<file path="src/rtl/alu_seq_pkg.sv">
// alu_seq_pkg: shared types for the registered sequential ALU.
//   op_t    - 4-bit operation codes carried on the control input
//   state_t - controller states of alu_seq
//   is_shift() - true for the bit-serial shift op codes
package alu_seq_pkg;

  typedef enum logic [3:0] {
    OP_AND = 4'd0,
    OP_OR  = 4'd1,
    OP_XOR = 4'd2,
    OP_ADD = 4'd4,
    OP_SUB = 4'd5,
    OP_MUL = 4'd6,
    OP_SHL = 4'd7,
    OP_SHR = 4'd8
  } op_t;

  typedef enum logic [2:0] {
    IDLE  = 3'd0,
    EXEC  = 3'd1,
    MUL   = 3'd2,
    SHIFT = 3'd3,
    FIN   = 3'd4
  } state_t;

  function automatic logic is_shift(input logic [3:0] op);
    return (op == OP_SHL) || (op == OP_SHR);
  endfunction

endpackage

</file>
<file path="src/rtl/alu_seq_comb.sv">
// alu_seq_comb: purely combinational single-cycle unit for AND/OR/XOR/ADD/SUB.
// Ports:
//   a, b  - N-bit operands
//   op    - 4-bit op code; any code it does not handle yields y=0, c=v=0
//   y     - N-bit result
//   c     - carry-out (ADD) or borrow (SUB), 0 otherwise
//   v     - signed overflow (ADD/SUB), 0 otherwise
module alu_seq_comb
  import alu_seq_pkg::*;
#(
  parameter int N = 8
) (
  input  logic [N-1:0] a,
  input  logic [N-1:0] b,
  input  logic [3:0]   op,
  output logic [N-1:0] y,
  output logic         c,
  output logic         v
);

  // One extra bit on each side so the top bit is carry (add) or borrow (sub).
  logic [N:0] sum;
  logic [N:0] diff;

  assign sum  = {1'b0, a} + {1'b0, b};
  assign diff = {1'b0, a} - {1'b0, b};

  always_comb begin
    y = '0;
    c = 1'b0;
    v = 1'b0;
    case (op)
      OP_AND: y = a & b;
      OP_OR:  y = a | b;
      OP_XOR: y = a ^ b;
      OP_ADD: begin
        y = sum[N-1:0];
        c = sum[N];
        v = (a[N-1] == b[N-1]) && (sum[N-1] != a[N-1]);
      end
      OP_SUB: begin
        y = diff[N-1:0];
        c = diff[N];
        v = (a[N-1] != b[N-1]) && (diff[N-1] != a[N-1]);
      end
      default: ;
    endcase
  end

endmodule

</file>
<file path="src/rtl/alu_seq.sv">
// alu_seq: registered ALU with start/busy/done handshake.
// Single-cycle logic/arith ops go through alu_seq_comb; MUL is a shift-add
// over a 2N-bit accumulator (N steps); SHL/SHR shift one bit per cycle.
// Ports:
//   clk, rst          - clock (rising edge), async active-high reset
//   start             - request, only honoured in IDLE
//   control, A, B     - op code and operands, latched when start is accepted
//   result            - registered result, held until the next done
//   N_flag, Z, C, V   - registered flags, updated together with result
//   busy              - high from the cycle after acceptance until done
//   done              - one-cycle pulse while the new result is first visible
//   dbg_state         - current controller state (state_t encoding)
// Handshake: a start seen high at a rising edge while the controller is IDLE
// is accepted; at any other time it is dropped. busy rises on acceptance and
// falls in the same cycle done pulses; result/flags are valid while done=1
// and stay stable until the next done.
module alu_seq
  import alu_seq_pkg::*;
#(
  parameter int N     = 8,
  parameter int CNT_W = $clog2(N+1)
) (
  input  logic           clk,
  input  logic           rst,
  input  logic           start,
  input  logic [3:0]     control,
  input  logic [N-1:0]   A,
  input  logic [N-1:0]   B,
  output logic [N-1:0]   result,
  output logic           N_flag,
  output logic           Z,
  output logic           C,
  output logic           V,
  output logic           busy,
  output logic           done,
  output logic [2:0]     dbg_state
);

  localparam logic [N:0] NMAX = (N+1)'(N);

  state_t           state;
  logic [N-1:0]     a_q;     // operand A; doubles as the shift register
  logic [N-1:0]     b_q;     // operand B; doubles as the multiplier shifter
  logic [3:0]       op_q;
  logic [2*N-1:0]   acc;     // product accumulator
  logic [2*N-1:0]   mcand;   // multiplicand, moves left one bit per step
  logic             sc;      // last bit shifted out
  logic [CNT_W-1:0] cnt;     // remaining MUL/SHIFT steps

  logic [N-1:0]     y_c;
  logic             c_c;
  logic             v_c;

  // Values loaded into the output registers on the edge that enters FIN.
  logic             fin_go;
  logic [N-1:0]     fin_res;
  logic             fin_c;
  logic             fin_v;

  assign dbg_state = state;

  alu_seq_comb #(.N(N)) u_comb (
    .a  (a_q),
    .b  (b_q),
    .op (op_q),
    .y  (y_c),
    .c  (c_c),
    .v  (v_c)
  );

  // Shift count saturates at N: beyond that every bit is already gone.
  function automatic logic [CNT_W-1:0] shift_count(input logic [N-1:0] amt);
    if ({1'b0, amt} >= NMAX) return CNT_W'(N);
    else                     return CNT_W'(amt);
  endfunction

  always_comb begin
    fin_go  = 1'b0;
    fin_res = y_c;
    fin_c   = c_c;
    fin_v   = v_c;
    case (state)
      EXEC: fin_go = 1'b1;
      MUL: begin
        fin_res = acc[N-1:0];
        fin_c   = |acc[2*N-1:N];
        fin_v   = 1'b0;
        fin_go  = (cnt == '0);
      end
      SHIFT: begin
        fin_res = a_q;
        fin_c   = sc;
        fin_v   = 1'b0;
        fin_go  = (cnt == '0);
      end
      default: ;
    endcase
  end

  always_ff @(posedge clk or posedge rst) begin
    if (rst) begin
      state  <= IDLE;
      a_q    <= '0;
      b_q    <= '0;
      op_q   <= '0;
      acc    <= '0;
      mcand  <= '0;
      sc     <= 1'b0;
      cnt    <= '0;
      result <= '0;
      N_flag <= 1'b0;
      Z      <= 1'b0;
      C      <= 1'b0;
      V      <= 1'b0;
      busy   <= 1'b0;
      done   <= 1'b0;
    end else begin
      done <= 1'b0;
      if (fin_go) begin
        result <= fin_res;
        N_flag <= fin_res[N-1];
        Z      <= (fin_res == '0);
        C      <= fin_c;
        V      <= fin_v;
        busy   <= 1'b0;
        done   <= 1'b1;
        state  <= FIN;
      end else begin
        case (state)
          IDLE: begin
            if (start) begin
              a_q   <= A;
              b_q   <= B;
              op_q  <= control;
              acc   <= '0;
              mcand <= {{N{1'b0}}, A};
              sc    <= 1'b0;
              busy  <= 1'b1;
              if (control == OP_MUL) begin
                cnt   <= CNT_W'(N);
                state <= MUL;
              end else if (is_shift(control)) begin
                cnt   <= shift_count(B);
                state <= SHIFT;
              end else begin
                cnt   <= '0;
                state <= EXEC;
              end
            end
          end
          MUL: begin
            // One multiplier bit per step, LSB first.
            if (b_q[0]) acc <= acc + mcand;
            mcand <= mcand << 1;
            b_q   <= b_q >> 1;
            cnt   <= cnt - CNT_W'(1);
          end
          SHIFT: begin
            if (op_q == OP_SHL) begin
              sc  <= a_q[N-1];
              a_q <= a_q << 1;
            end else begin
              sc  <= a_q[0];
              a_q <= a_q >> 1;
            end
            cnt <= cnt - CNT_W'(1);
          end
          FIN:     state <= IDLE;
          default: state <= IDLE;
        endcase
      end
    end
  end

endmodule

</file>
<file path="config.mk">
export PLATFORM = sky130hd
export DESIGN_NAME = alu_seq
export DESIGN_NICKNAME = d
export VERILOG_FILES = /design/src/rtl/alu_seq_pkg.sv /design/src/rtl/alu_seq_comb.sv /design/src/rtl/alu_seq.sv
export SDC_FILE = /design/constraint.sdc
export NUM_CORES = 1
export LEC_CHECK = 0
export CAP_MARGIN = 20
export CORE_AREA = 2 2 98 100
export DETAILED_ROUTE_END_ITERATION = 12
export DIE_AREA = 0 0 100 102
export PLACE_DENSITY = 0.87
export SKIP_CTS_REPAIR_TIMING = 1
export SYNTH_ARGS = -nofsm -noshare
export SYNTH_HDL_FRONTEND = slang
export SYNTH_HIERARCHICAL = 1
export SYNTH_SLANG_ARGS = --single-unit
</file>
<file path="constraint.sdc">
create_clock -name clk -period 2.82 [get_ports clk]
set_clock_uncertainty 0.05 [all_clocks]
set_input_delay 0.423 -clock clk [delete_from_list [all_inputs] [get_ports clk]]
set_output_delay 0.423 -clock clk [all_outputs]
set_load 0.005 [all_outputs]
</file>
==> results.json <==
{
  "status": "finished, final reports clean",
  "routedWlPerCell_um": 18.7,
  "syn_area_um2": 5390,
  "ir_drop_mv": 0.438,
  "grt_first_pass_wirelength_um": 23800,
  "max_freq_mhz": 379,
  "cts_htree_levels": 3,
  "synthTopCellsByCount": "nand2_1 (94), dfrtp_1 (73), o21ai_0 (56)",
  "syn2layout_area_growth_pct": 14.0,
  "finalHoldViolations": 0,
  "synth_warnings": 6,
  "grt.total_usage": 0.299,
  "setup_viol": 0,
  "wl_met2_um": 6960,
  "tightest_slew_ps": 870,
  "synth_nets": 694,
  "clock-root-buffer": "clkbuf_8",
  "cp.arrival_ps": 2860,
  "cts_buffers": 9,
  "clk_pin_slew_ps": 80,
  "critPathCaptureType": "register",
  "gp_congestion": 0.996,
  "routed_wl_um": 14500,
  "grt_pass1_vias": 4752,
  "synth.avg_cell_area_um2": 8.60,
  "highest_layer": "met4",
  "maxCapViolCount": 0,
  "pin_count": 40,
  "via_per_inst": 6.34,
  "power_density_nw_per_um2": 1130,
  "n_antenna_cell": 0,
  "vias": 4929,
  "m1WireLength_um": 5960,
  "ys_ff_latch": 73,
  "critical_path.max_fanout": 8,
  "holdCritPathClass": "in -> async",
  "total_power_uw": 6920,
  "p_leak_uw": 0.00278,
  "core_area_um2": 9110,
  "rsz0062_at_grt": "no",
  "core.rowCount": 35,
  "startpoint_type": "register",
  "fp.dieW_um": 100,
  "period_share": 0.936,
  "initial_core_util": 0.592,
  "cts_tree": "built",
  "portBuffers": 39,
  "antenna_found_initial": 0,
  "dp_hpwl_um": 11000,
  "stdcell_count": 778,
  "seq_area_frac_synth": 0.339,
  "critPathKind": "reg -> reg",
  "drv_slew": 0,
  "slew_headroom": 0.416,
  "post_synth_inst_count": 627,
  "synth-edff-count": 0,
  "cts.sinks": 73,
  "synth_top_cell_area_share": 0.339,
  "grt_overflow": 0,
  "yosys.area.top_type": "dfrtp_1",
  "ant_nets": 0,
  "num-fill-cells": 755,
  "final.setup.tns_ps": 0,
  "die_h_um": 102,
  "synth_flop_cell": "dfrtp_1",
  "clkLatencyLatePin_ps": 360,
  "cp_data_required_time_ps": 3040,
  "drive_gt1_frac": 0.108,
  "post-route-min-period_ps": 2640,
  "yosysUniqueCellTypes": 69,
  "layout.nets": 729,
  "synth_most_common_cell": "nand2_1",
  "drc": 0,
  "layout.area.seq_um2": 1830,
  "grt_max_degree": 64,
  "yosys-top-cells-area": "dfrtp_1 (34%), ha_1 (9.5%), nand2_1 (6.5%), mux2i_1 (6.5%), o21ai_0 (5.2%)",
  "route.met3.wl_um": 1170,
  "dieArea_um2": 10200,
  "dr.pass1.iters": 5,
  "ys_async_sr_fraction": 1.00,
  "drt_iter0_markers": 300,
  "post-place-cells": 762,
  "multi_input_area_um2": 3300,
  "cts_max_path_buffers": 2
}
==> cell type report <==
cell class | instances | share of cell area
tap | 111 | 0.0226
clock inverter | 6 | 0.0106
inverter | 32 | 0.0195
sequential | 73 | 0.298
clock buffer | 10 | 0.0224
timing repair buffer | 58 | 0.0908
multi-input combinational | 488 | 0.536
==> state kept, by name (all words and copies together) (netlist names) <==
name	cells
V	1
mcand	16
sc	1
C	1
b_q	8
busy	1
done	1
result	8
Z	1
acc	16
dbg_state	3
op_q	4
a_q	8
cnt	4
==> layout by cell type (no fill, tap or decap), drive strengths merged, types with 7 or more instances in the layout <==
cell           instances
o21ai                 58
o211ai                 7
clkbuf                10
mux2                  11
buf                   19
nand3                 16
ha                    41
nor2                  39
clkdlybuf4s50         39
dfrtp                 73
mux2i                 35
a21oi                 49
xor2                   7
inv                   33
nand2b                 7
a21o                   9
nand2                 94
nor3                  13
a22o                   7
nand4                  7
==> cells by family (layout without fill, tap and decap cells) <==
kind of cell | Yosys count | after routing | share of synthesized area
AO/OA/AOI/OAI | 179 | 179 | 0.209
XOR/XNOR | 12 | 12 | 0.0195
adder cells (fa/ha/maj) | 44 | 44 | 0.106
buffers and inverters | 66 | 106 | 0.0520
flip-flops | 73 | 73 | 0.339
multiplexers | 47 | 47 | 0.0921
AND/OR/NAND/NOR | 206 | 206 | 0.183
==> layer usage <==
layer,track usage,vias up
li1,-,2302
met1,0.385,2350
met3,0.0431,45
met5,0,-
met2,0.511,232
met4,0.124,0
==> metrics by stage <==
| stage | instance area, um2 | hold slack [ps] | util | worst slack, ps |
|---|---|---|---|---|
| floorplan | 5390 | 397 | - | 494 |
| global placement | 5930 | 415 | 0.651 | 191 |
| detailed placement | 5930 | 425 | 0.651 | 130 |
| CTS | 6130 | 251 | 0.673 | 91.5 |
| global route | 6150 | 276 | 0.675 | 15.5 |
| finish | 6150 | 254 | 0.675 | 179 |
==> where the power goes <==
part           switching (uW)  internal (uW)
logic                    2450           1740
registers                 443           1420
clock network             432            435
total                    3320           3590
==> final timing paths <==
path / start / endpoint / slack, ps / depth (start not counted)
min in group clk: busy / busy / 440 / 1
min: rst / acc[12] / 250 / 2
max: b_q[2] / Z / 180 / 10
max in group asynchronous: rst / a_q[0] / 1830 / 3
min reg2reg: busy / busy / 440 / 1
max reg2reg: b_q[2] / Z / 180 / 10
==> critical path, cell delays in order, from the launching register on <==
cell	delay (ps)
dfrtp_1	420
inv_1	100
ha_2	430
and2b_2	270
o31ai_1	230
a31oi_1	130
a211oi_1	250
o21ai_0	140
a21oi_1	200
nand4_1	110
o31ai_1	220
(Power assumes the default switching activity.)
